**config.mk**
```make
export PLATFORM = sky130hd
export DESIGN_NAME = fsm_step_ctrl_flat
export DESIGN_NICKNAME = d
export VERILOG_FILES = /design/src/rtl/fsm_ctrl_pkg.sv /design/src/rtl/fsm_step_ctrl_if.sv /design/src/rtl/fsm_step_ctrl_stim_fifo.sv /design/src/rtl/fsm_step_ctrl.sv /design/src/flat_wrapper.sv
export SDC_FILE = /design/constraint.sdc
export NUM_CORES = 1
export LEC_CHECK = 0
export CORE_ASPECT_RATIO = 0.8
export CORE_MARGIN = 2
export CORE_UTILIZATION = 57
export CTS_CLUSTER_DIAMETER = 150
export DETAILED_ROUTE_END_ITERATION = 7
export DONT_BUFFER_PORTS = 1
export GPL_TIMING_DRIVEN = 0
export PLACE_DENSITY_LB_ADDON = 0.08
export SLEW_MARGIN = 20
export SYNTH_ARGS = -nofsm -noshare
export SYNTH_HDL_FRONTEND = slang
export SYNTH_SLANG_ARGS = --single-unit
```
**constraint.sdc**
```tcl
create_clock -name clk -period 2.5 [get_ports clk]
set_input_delay 0.25 -clock clk [delete_from_list [all_inputs] [get_ports clk]]
set_output_delay 0.25 -clock clk [all_outputs]
set_load 0.02 [all_outputs]
```
**src/rtl/fsm_ctrl_pkg.sv**
```systemverilog
// Shared op codes, controller state encoding, trace record layout and default widths
// for the fsm_step_ctrl step sequencer.
package fsm_ctrl_pkg;

    localparam int unsigned DEF_SW_W       = 2;
    localparam int unsigned DEF_ST_W       = 3;
    localparam int unsigned DEF_STIM_DEPTH = 8;
    localparam int unsigned DEF_CNT_W      = 16;

    typedef enum logic [1:0] {
        OP_NOP   = 2'd0,
        OP_STEP  = 2'd1,
        OP_RUN_N = 2'd2,
        OP_CLR   = 2'd3
    } cmd_op_e;

    typedef enum logic [2:0] {
        ST_IDLE    = 3'd0,
        ST_FETCH   = 3'd1,
        ST_APPLY   = 3'd2,
        ST_STROBE  = 3'd3,
        ST_CAPTURE = 3'd4
    } ctrl_state_e;

    typedef struct packed {
        logic [DEF_SW_W-1:0] sw;
        logic [DEF_ST_W-1:0] state;
        logic                out;
    } trace_t;

endpackage

```
**src/rtl/fsm_step_ctrl_if.sv**
```systemverilog
// Host-facing handshake bundle of fsm_step_ctrl: command, stimulus push and trace stream.
// master = host/bench side, slave = controller side.
interface fsm_step_ctrl_if #(
    parameter int unsigned SW_W = 2,
    parameter int unsigned ST_W = 3
);
    logic                 cmd_valid;
    logic                 cmd_ready;
    logic [1:0]           cmd_op;
    logic [7:0]           cmd_count;

    logic                 stim_valid;
    logic                 stim_ready;
    logic [SW_W-1:0]      stim_data;

    logic                 trace_valid;
    logic                 trace_ready;
    logic [SW_W+ST_W:0]   trace_data;

    modport master (
        output cmd_valid, cmd_op, cmd_count, stim_valid, stim_data, trace_ready,
        input  cmd_ready, stim_ready, trace_valid, trace_data
    );

    modport slave (
        input  cmd_valid, cmd_op, cmd_count, stim_valid, stim_data, trace_ready,
        output cmd_ready, stim_ready, trace_valid, trace_data
    );

endinterface

```
**src/rtl/fsm_step_ctrl_stim_fifo.sv**
```systemverilog
// Stimulus FIFO for fsm_step_ctrl: valid/ready push, pop strobe, empty flag and fill count.
// push_ready reflects the pre-pop full state, so a push while full is dropped even when popping.
module stim_fifo #(
    parameter int unsigned WIDTH = 2,
    parameter int unsigned DEPTH = 8
) (
    input  logic                       clk,
    input  logic                       reset_n,
    input  logic                       push_valid,
    output logic                       push_ready,
    input  logic [WIDTH-1:0]           push_data,
    input  logic                       pop,
    output logic [WIDTH-1:0]           pop_data,
    output logic                       empty,
    output logic [$clog2(DEPTH):0]     count
);
    localparam int unsigned AW = $clog2(DEPTH);

    logic [WIDTH-1:0] mem_q [DEPTH];
    logic [WIDTH-1:0] mem_d [DEPTH];
    logic [AW-1:0]    wr_ptr_q, wr_ptr_d;
    logic [AW-1:0]    rd_ptr_q, rd_ptr_d;
    logic [AW:0]      count_q, count_d;
    logic             full;
    logic             do_push;
    logic             do_pop;

    assign full       = (count_q == DEPTH[AW:0]);
    assign empty      = (count_q == '0);
    assign push_ready = !full;
    assign do_push    = push_valid && !full;
    assign do_pop     = pop && !empty;
    assign pop_data   = mem_q[rd_ptr_q];
    assign count      = count_q;

    always_comb begin
        mem_d    = mem_q;
        wr_ptr_d = wr_ptr_q;
        rd_ptr_d = rd_ptr_q;
        count_d  = count_q + (AW+1)'(do_push) - (AW+1)'(do_pop);
        if (do_push) begin
            mem_d[wr_ptr_q] = push_data;
            wr_ptr_d        = wr_ptr_q + AW'(1);
        end
        if (do_pop) begin
            rd_ptr_d = rd_ptr_q + AW'(1);
        end
    end

    always_ff @(posedge clk or negedge reset_n) begin
        if (!reset_n) begin
            for (int unsigned i = 0; i < DEPTH; i++) begin
                mem_q[i] <= '0;
            end
            wr_ptr_q <= '0;
            rd_ptr_q <= '0;
            count_q  <= '0;
        end else begin
            mem_q    <= mem_d;
            wr_ptr_q <= wr_ptr_d;
            rd_ptr_q <= rd_ptr_d;
            count_q  <= count_d;
        end
    end

endmodule

```
**src/rtl/fsm_step_ctrl.sv**
```systemverilog
// Step sequencer driving one Moore FSM-under-test and streaming a {sw,state,out} trace per step.
// Optional breakpoint support (bkpt_en/bkpt_state/bkpt_hit) is built when FSM_BKPT_EN is defined.
module fsm_step_ctrl
    import fsm_ctrl_pkg::*;
#(
    parameter int unsigned SW_W       = DEF_SW_W,
    parameter int unsigned ST_W       = DEF_ST_W,
    parameter int unsigned STIM_DEPTH = DEF_STIM_DEPTH,
    parameter int unsigned CNT_W      = DEF_CNT_W
) (
    input  logic             clk,
    input  logic             reset_n,
    fsm_step_ctrl_if.slave   bus,
    input  logic             halt,
    output logic [SW_W-1:0]  fsm_sw,
    output logic             fsm_ctrl,
    input  logic [ST_W-1:0]  fsm_state,
    input  logic             fsm_out,
    output logic             busy,
    output logic             done,
    output logic [CNT_W-1:0] step_cnt
`ifdef FSM_BKPT_EN
    ,
    input  logic             bkpt_en,
    input  logic [ST_W-1:0]  bkpt_state,
    output logic             bkpt_hit
`endif
);

    ctrl_state_e             state_q, state_d;
    logic [7:0]              remaining_q, remaining_d;
    logic                    run_all_q, run_all_d;
    logic                    halt_pend_q, halt_pend_d;
    logic [SW_W-1:0]         sw_q, sw_d;
    logic [SW_W-1:0]         applied_sw_q, applied_sw_d;
    logic [CNT_W-1:0]        step_cnt_q, step_cnt_d;
    logic                    done_q, done_d;
    logic                    bkpt_stop;

    logic                    stim_pop;
    logic [SW_W-1:0]         stim_head;
    logic                    stim_empty;
    logic [$clog2(STIM_DEPTH):0] stim_count;

    stim_fifo #(
        .WIDTH (SW_W),
        .DEPTH (STIM_DEPTH)
    ) u_stim_fifo (
        .clk        (clk),
        .reset_n    (reset_n),
        .push_valid (bus.stim_valid),
        .push_ready (bus.stim_ready),
        .push_data  (bus.stim_data),
        .pop        (stim_pop),
        .pop_data   (stim_head),
        .empty      (stim_empty),
        .count      (stim_count)
    );

`ifdef FSM_BKPT_EN
    logic bkpt_hit_q, bkpt_hit_d;
    assign bkpt_stop = bkpt_en && (fsm_state == bkpt_state);
    assign bkpt_hit  = bkpt_hit_q;
`else
    assign bkpt_stop = 1'b0;
`endif

    assign bus.cmd_ready   = (state_q == ST_IDLE);
    assign bus.trace_valid = (state_q == ST_CAPTURE);
    assign bus.trace_data  = {sw_q, fsm_state, fsm_out};
    assign fsm_ctrl        = (state_q == ST_STROBE);
    assign fsm_sw          = sw_q;
    assign busy            = (state_q != ST_IDLE);
    assign done            = done_q;
    assign step_cnt        = step_cnt_q;

    always_comb begin
        state_d      = state_q;
        remaining_d  = remaining_q;
        run_all_d    = run_all_q;
        halt_pend_d  = halt_pend_q;
        sw_d         = sw_q;
        applied_sw_d = applied_sw_q;
        step_cnt_d   = step_cnt_q;
        stim_pop     = 1'b0;

        unique case (state_q)
            ST_IDLE: begin
                if (bus.cmd_valid) begin
                    unique case (cmd_op_e'(bus.cmd_op))
                        OP_STEP: begin
                            remaining_d = 8'd1;
                            run_all_d   = 1'b0;
                            halt_pend_d = 1'b0;
                            state_d     = ST_FETCH;
                        end
                        OP_RUN_N: begin
                            remaining_d = bus.cmd_count;
                            run_all_d   = (bus.cmd_count == 8'd0);
                            halt_pend_d = 1'b0;
                            state_d     = ST_FETCH;
                        end
                        OP_CLR:  step_cnt_d = '0;
                        default: ;
                    endcase
                end
            end
            ST_FETCH: begin
                if (halt) begin
                    state_d = ST_IDLE;
                end else if (stim_count != '0) begin
                    stim_pop = 1'b1;
                    sw_d     = stim_head;
                    state_d  = ST_APPLY;
                end else if (run_all_q && stim_empty) begin
                    state_d = ST_IDLE;
                end
            end
            ST_APPLY: begin
                // An aborted step must leave fsm_sw at the last value actually strobed.
                if (halt) begin
                    sw_d    = applied_sw_q;
                    state_d = ST_IDLE;
                end else begin
                    state_d = ST_STROBE;
                end
            end
            ST_STROBE: begin
                halt_pend_d  = halt_pend_q | halt;
                applied_sw_d = sw_q;
                state_d      = ST_CAPTURE;
            end
            ST_CAPTURE: begin
                halt_pend_d = halt_pend_q | halt;
                if (bus.trace_ready) begin
                    step_cnt_d = (&step_cnt_q) ? step_cnt_q : step_cnt_q + CNT_W'(1);
                    if (!run_all_q) begin
                        remaining_d = remaining_q - 8'd1;
                    end
                    if (halt_pend_q || halt || bkpt_stop || (!run_all_q && remaining_q == 8'd1)) begin
                        state_d = ST_IDLE;
                    end else begin
                        state_d = ST_FETCH;
                    end
                end
            end
            default: state_d = ST_IDLE;
        endcase

        done_d = (state_q != ST_IDLE) && (state_d == ST_IDLE);
    end

`ifdef FSM_BKPT_EN
    always_comb begin
        bkpt_hit_d = (state_q == ST_CAPTURE) && bus.trace_ready && bkpt_stop;
    end

    always_ff @(posedge clk or negedge reset_n) begin
        if (!reset_n) begin
            bkpt_hit_q <= 1'b0;
        end else begin
            bkpt_hit_q <= bkpt_hit_d;
        end
    end
`endif

    always_ff @(posedge clk or negedge reset_n) begin
        if (!reset_n) begin
            state_q      <= ST_IDLE;
            remaining_q  <= '0;
            run_all_q    <= 1'b0;
            halt_pend_q  <= 1'b0;
            sw_q         <= '0;
            applied_sw_q <= '0;
            step_cnt_q   <= '0;
            done_q       <= 1'b0;
        end else begin
            state_q      <= state_d;
            remaining_q  <= remaining_d;
            run_all_q    <= run_all_d;
            halt_pend_q  <= halt_pend_d;
            sw_q         <= sw_d;
            applied_sw_q <= applied_sw_d;
            step_cnt_q   <= step_cnt_d;
            done_q       <= done_d;
        end
    end

endmodule
```
**src/flat_wrapper.sv**
```systemverilog
// flat-port wrapper written by rule: the top's interface ports become plain ports
module fsm_step_ctrl_flat import fsm_ctrl_pkg::*;
#(
    parameter int unsigned SW_W       = DEF_SW_W,
    parameter int unsigned ST_W       = DEF_ST_W,
    parameter int unsigned STIM_DEPTH = DEF_STIM_DEPTH,
    parameter int unsigned CNT_W      = DEF_CNT_W
)
  (clk, reset_n, halt, fsm_sw, fsm_ctrl, fsm_state, fsm_out, busy, done, step_cnt, bus_cmd_valid, bus_cmd_op, bus_cmd_count, bus_stim_valid, bus_stim_data, bus_trace_ready, bus_cmd_ready, bus_stim_ready, bus_trace_valid, bus_trace_data);
  fsm_step_ctrl_if #(.SW_W(SW_W), .ST_W(ST_W)) bus_i ();
  input  logic clk;
  input  logic reset_n;
  input  logic halt;
  output logic [SW_W-1:0] fsm_sw;
  output logic fsm_ctrl;
  input  logic [ST_W-1:0] fsm_state;
  input  logic fsm_out;
  output logic busy;
  output logic done;
  output logic [CNT_W-1:0] step_cnt;
  input wire logic [$bits(bus_i.cmd_valid)-1:0] bus_cmd_valid;
  input wire logic [$bits(bus_i.cmd_op)-1:0] bus_cmd_op;
  input wire logic [$bits(bus_i.cmd_count)-1:0] bus_cmd_count;
  input wire logic [$bits(bus_i.stim_valid)-1:0] bus_stim_valid;
  input wire logic [$bits(bus_i.stim_data)-1:0] bus_stim_data;
  input wire logic [$bits(bus_i.trace_ready)-1:0] bus_trace_ready;
  output wire logic [$bits(bus_i.cmd_ready)-1:0] bus_cmd_ready;
  output wire logic [$bits(bus_i.stim_ready)-1:0] bus_stim_ready;
  output wire logic [$bits(bus_i.trace_valid)-1:0] bus_trace_valid;
  output wire logic [$bits(bus_i.trace_data)-1:0] bus_trace_data;
  assign bus_i.cmd_valid = bus_cmd_valid;
  assign bus_i.cmd_op = bus_cmd_op;
  assign bus_i.cmd_count = bus_cmd_count;
  assign bus_i.stim_valid = bus_stim_valid;
  assign bus_i.stim_data = bus_stim_data;
  assign bus_i.trace_ready = bus_trace_ready;
  assign bus_cmd_ready = bus_i.cmd_ready;
  assign bus_stim_ready = bus_i.stim_ready;
  assign bus_trace_valid = bus_i.trace_valid;
  assign bus_trace_data = bus_i.trace_data;
  fsm_step_ctrl #(.SW_W(SW_W), .ST_W(ST_W), .STIM_DEPTH(STIM_DEPTH), .CNT_W(CNT_W)) u_core (.clk(clk), .reset_n(reset_n), .bus(bus_i), .halt(halt), .fsm_sw(fsm_sw), .fsm_ctrl(fsm_ctrl), .fsm_state(fsm_state), .fsm_out(fsm_out), .busy(busy), .done(done), .step_cnt(step_cnt));
endmodule
```
==> impl_metrics.json <==
{
  "power.leakage_nw": 1.646,
  "p_per_area_mw_per_mm2": 1131,
  "worst-setup-path-type": "reg2reg",
  "grt_pass1_wl_um": 12590,
  "die_y_um": 73.58,
  "nets": 390,
  "remaining_drc_errors": 0,
  "vias": 2663,
  "final_util_pct": 64.79,
  "rsz0062_at_grt": "true",
  "synth_area_mm2": 0.003450,
  "grtUsageTotal_pct": 24.45,
  "relSlewSlack_pct": 51.71,
  "gr-total-overflow": 0,
  "required_ns": 2.73,
  "worst_slew_pin_slew_ns": 0.7167,
  "avgSynthCellArea_um2": 10.18,
  "worst_hold_slack_ns": 0.04751,
  "hpwl_um": 5193,
  "p_int_w": 0.002618,
  "dieArea_mm2": 0.006694,
  "ant_nets": 0,
  "yosys_most_used_dff": "dfrtp_1",
  "drt_pass1_iterations": 5,
  "finalSetupViolations": 0,
  "layout_commonest_cell": "dfrtp_1",
  "die_width_um": 90.98,
  "startpoint_type": "flip-flop",
  "fin_cells": 439,
  "ir_drop_uv": 516.0,
  "viasPerCell": 6.066,
  "cp.arrival_ns": 2.62,
  "endpoint_kind": "flip-flop",
  "clk_path_buf_depth": 2,
  "num_rows": 25,
  "cts_buffers": 9,
  "clkLatencyLatePin_ns": 0.35,
  "h-tree-depth": 3,
  "first_global_vias": 2569,
  "fillers": 476,
  "yosysWarnings": 0,
  "period_share_pct": 95.74,
  "cts-root-buf": "clkbuf_8",
  "synth_cell_types": 64,
  "antenna_found_initial": 0,
  "synth_nets": 375,
  "p_clk_share_pct": 20.2,
  "num_io_pins": 52,
  "totalWireLength_um": 7540,
  "p_seq_share_pct": 41.6,
  "grt_max_degree": 61,
  "timing.final.crit_period_ns": 2.393,
  "drv_slew": 0,
  "io_buffer_count": 0,
  "drive_gt1_share_pct": 18.16,
  "diodes": 0,
  "synth_seq_cells": 60,
  "routabilityCongestion": 0.8857,
  "cp_max_fo": 3,
  "drv_cap": 0,
  "cts_tree": "yes",
  "synth_area_leader_cell": "dfrtp_1",
  "synth_top_area_share_pct": 43.53,
  "drt_iter0_drc": 171,
  "finClkSkew_ns": 0.006945,
  "postLayoutCellArea_mm2": 0.003810,
  "dp.cells": 420,
  "synthCells": 339,
  "wl_per_cell_um": 17.18,
  "swShare_pct": 39.26,
  "syn_to_final_growth_pct": 10.45,
  "p_comb_share_pct": 38.2,
  "timing.final.ws_setup_ns": 0.1066,
  "final_cell_mix": "dfrtp_1 (60), o21ai_0 (24), nand2_1 (23)",
  "start_util_pct": 58.66,
  "synth-edff-count": 0,
  "p_switching_w": 0.001692,
  "place_ws_ns": -0.1258,
  "place_area_mm2": 0.003553,
  "async_reset_ff_share_pct": 100.0,
  "cts.sinks": 60,
  "outcome": "complete, no violations",
  "seq_area_frac_synth_pct": 43.53,
  "min_path_type": "in2reg",
  "clkTransAtPathRegs_ns": 0.07,
  "synth_area_leaders": "dfrtp_1 (44%), mux2_2 (5.9%), ha_1 (4.7%), o21ai_0 (3.5%), mux4_2 (2.6%)",
  "timing.fmax_ghz": 0.4178,
  "core_area_mm2": 0.005881,
  "hold_viol": 0
}
## worst max-delay path, cell delays in order, from the launching register on
cell	delay (ns)
dfrtp_1	0.37
inv_2	0.07
ha_1	0.15
or3b_4	0.43
and2_4	0.17
inv_2	0.07
ha_2	0.26
inv_1	0.05
ha_1	0.15
inv_1	0.05
fa_1	0.37
xnor2_1	0.13
## per-layer routing
metal,track usage (%),wire length (um),vias to the layer above
met5,0,0,-
met4,7.576,55,0
met3,9.436,641,8
met2,35.47,3200,107
met1,34.13,3642,1265
li1,-,-,1283
## kinds of logic (layout without fill, tap and decap cells)
kind of cell | Yosys count | count (layout) | share of synthesized area (%)
xor gates and xnor gates | 5 | 5 | 1.270
adders and majority gates | 14 | 14 | 5.296
and+or+nand+nor | 109 | 109 | 17.85
buffers and inverters | 42 | 61 | 5.731
AOI/OAI and AO/OA | 83 | 83 | 16.69
DFF | 60 | 60 | 43.53
muxes | 26 | 26 | 9.648
## power groups by stage
stage                     clock, W  combinational [W]  sequential, W
final                     0.000870            0.00165        0.00179
after global placement           0            0.00155        0.00179
after CTS                 0.000891            0.00162        0.00179
after floorplan                  0            0.00133        0.00170
after detailed placement         0            0.00159        0.00180
after global routing      0.000929            0.00186        0.00185
## registers in the layout (all words and copies together) (netlist names), 2 cells and up
signal / count
u_core.step_cnt: 16
u_core.u_stim_fifo.mem_q: 16
u_core.remaining_q: 8
u_core.u_stim_fifo.count: 4
u_core.state_q: 3
u_core.u_stim_fifo.rd_ptr_q: 3
u_core.u_stim_fifo.wr_ptr_q: 3
u_core.applied_sw_q: 2
u_core.fsm_sw: 2
## Yosys cell counts (3+ instances only)
master and n:
a211oi_1 4, a21o_1 3, a21oi_1 11, a31oi_1 5
and2_1 3, and3_1 4, buf_4 8, clkbuf_1 7
dfrtp_1 60, ha_1 13, inv_1 22, mux2_2 18
mux2i_1 4, mux4_2 4, nand2_1 23, nand2b_1 4
nand3_1 11, nand3b_1 3, nand4_1 5, nand4b_1 3
nor2_1 17, nor3_1 10, nor3b_1 5, nor4_1 3
o211a_1 3, o211ai_1 3, o21ai_0 24, o22a_1 10
or3_1 3, xnor2_1 3
## path summary, 6_finish.rpt
kind,to,cells past startpoint,slack (ns),from
worst min-delay path,u_core.state_q[2]$_DFF_PN0_,1,0.05,bus_trace_ready
worst max register to register,u_core.u_stim_fifo.count[2]$_DFF_PN0_,11,0.11,u_core.u_stim_fifo.count[2]$_DFF_PN0_
worst min register to register,u_core.applied_sw_q[0]$_DFFE_PN0P_,2,0.49,u_core.applied_sw_q[0]$_DFFE_PN0P_
min in group asynchronous,u_core.u_stim_fifo.count[0]$_DFF_PN0_,2,0.46,reset_n
worst max-delay path,u_core.u_stim_fifo.count[2]$_DFF_PN0_,11,0.11,u_core.u_stim_fifo.count[2]$_DFF_PN0_
max in group asynchronous,u_core.remaining_q[7]$_DFFE_PN0P_,2,1.78,reset_n
## area by class of cell
cell class | instances | area (um^2) | share of cell area (%)
Sequential cell | 60 | 1501 | 39.41
Buffer | 18 | 107.6 | 2.824
Clock inverter | 4 | 50.05 | 1.314
Timing Repair Buffer | 5 | 60.06 | 1.576
Clock buffer | 11 | 141.4 | 3.711
Tap cell | 81 | 101.3 | 2.660
Multi-Input combinational cell | 237 | 1762 | 46.24
Inverter | 23 | 86.33 | 2.266
## what timing repair did
item,4_1_cts,5_1_grt
gates resized for setup,3,3
endpoints found under the setup margin,3,3
hold buffers,2,0
buffers inserted,0,3
pin swaps,0,1
hold endpoints to repair,60,0
## through the flow
stage,power [W],TNS (ns)
6_report,0.004309,0
5_1_grt,0.004644,-0.01294
4_1_cts,0.004294,0
3_5_place_dp,0.003388,-0.3626
3_3_place_gp,0.003335,-0.3477
2_1_floorplan,0.003031,0
(Power assumes the default switching activity.)
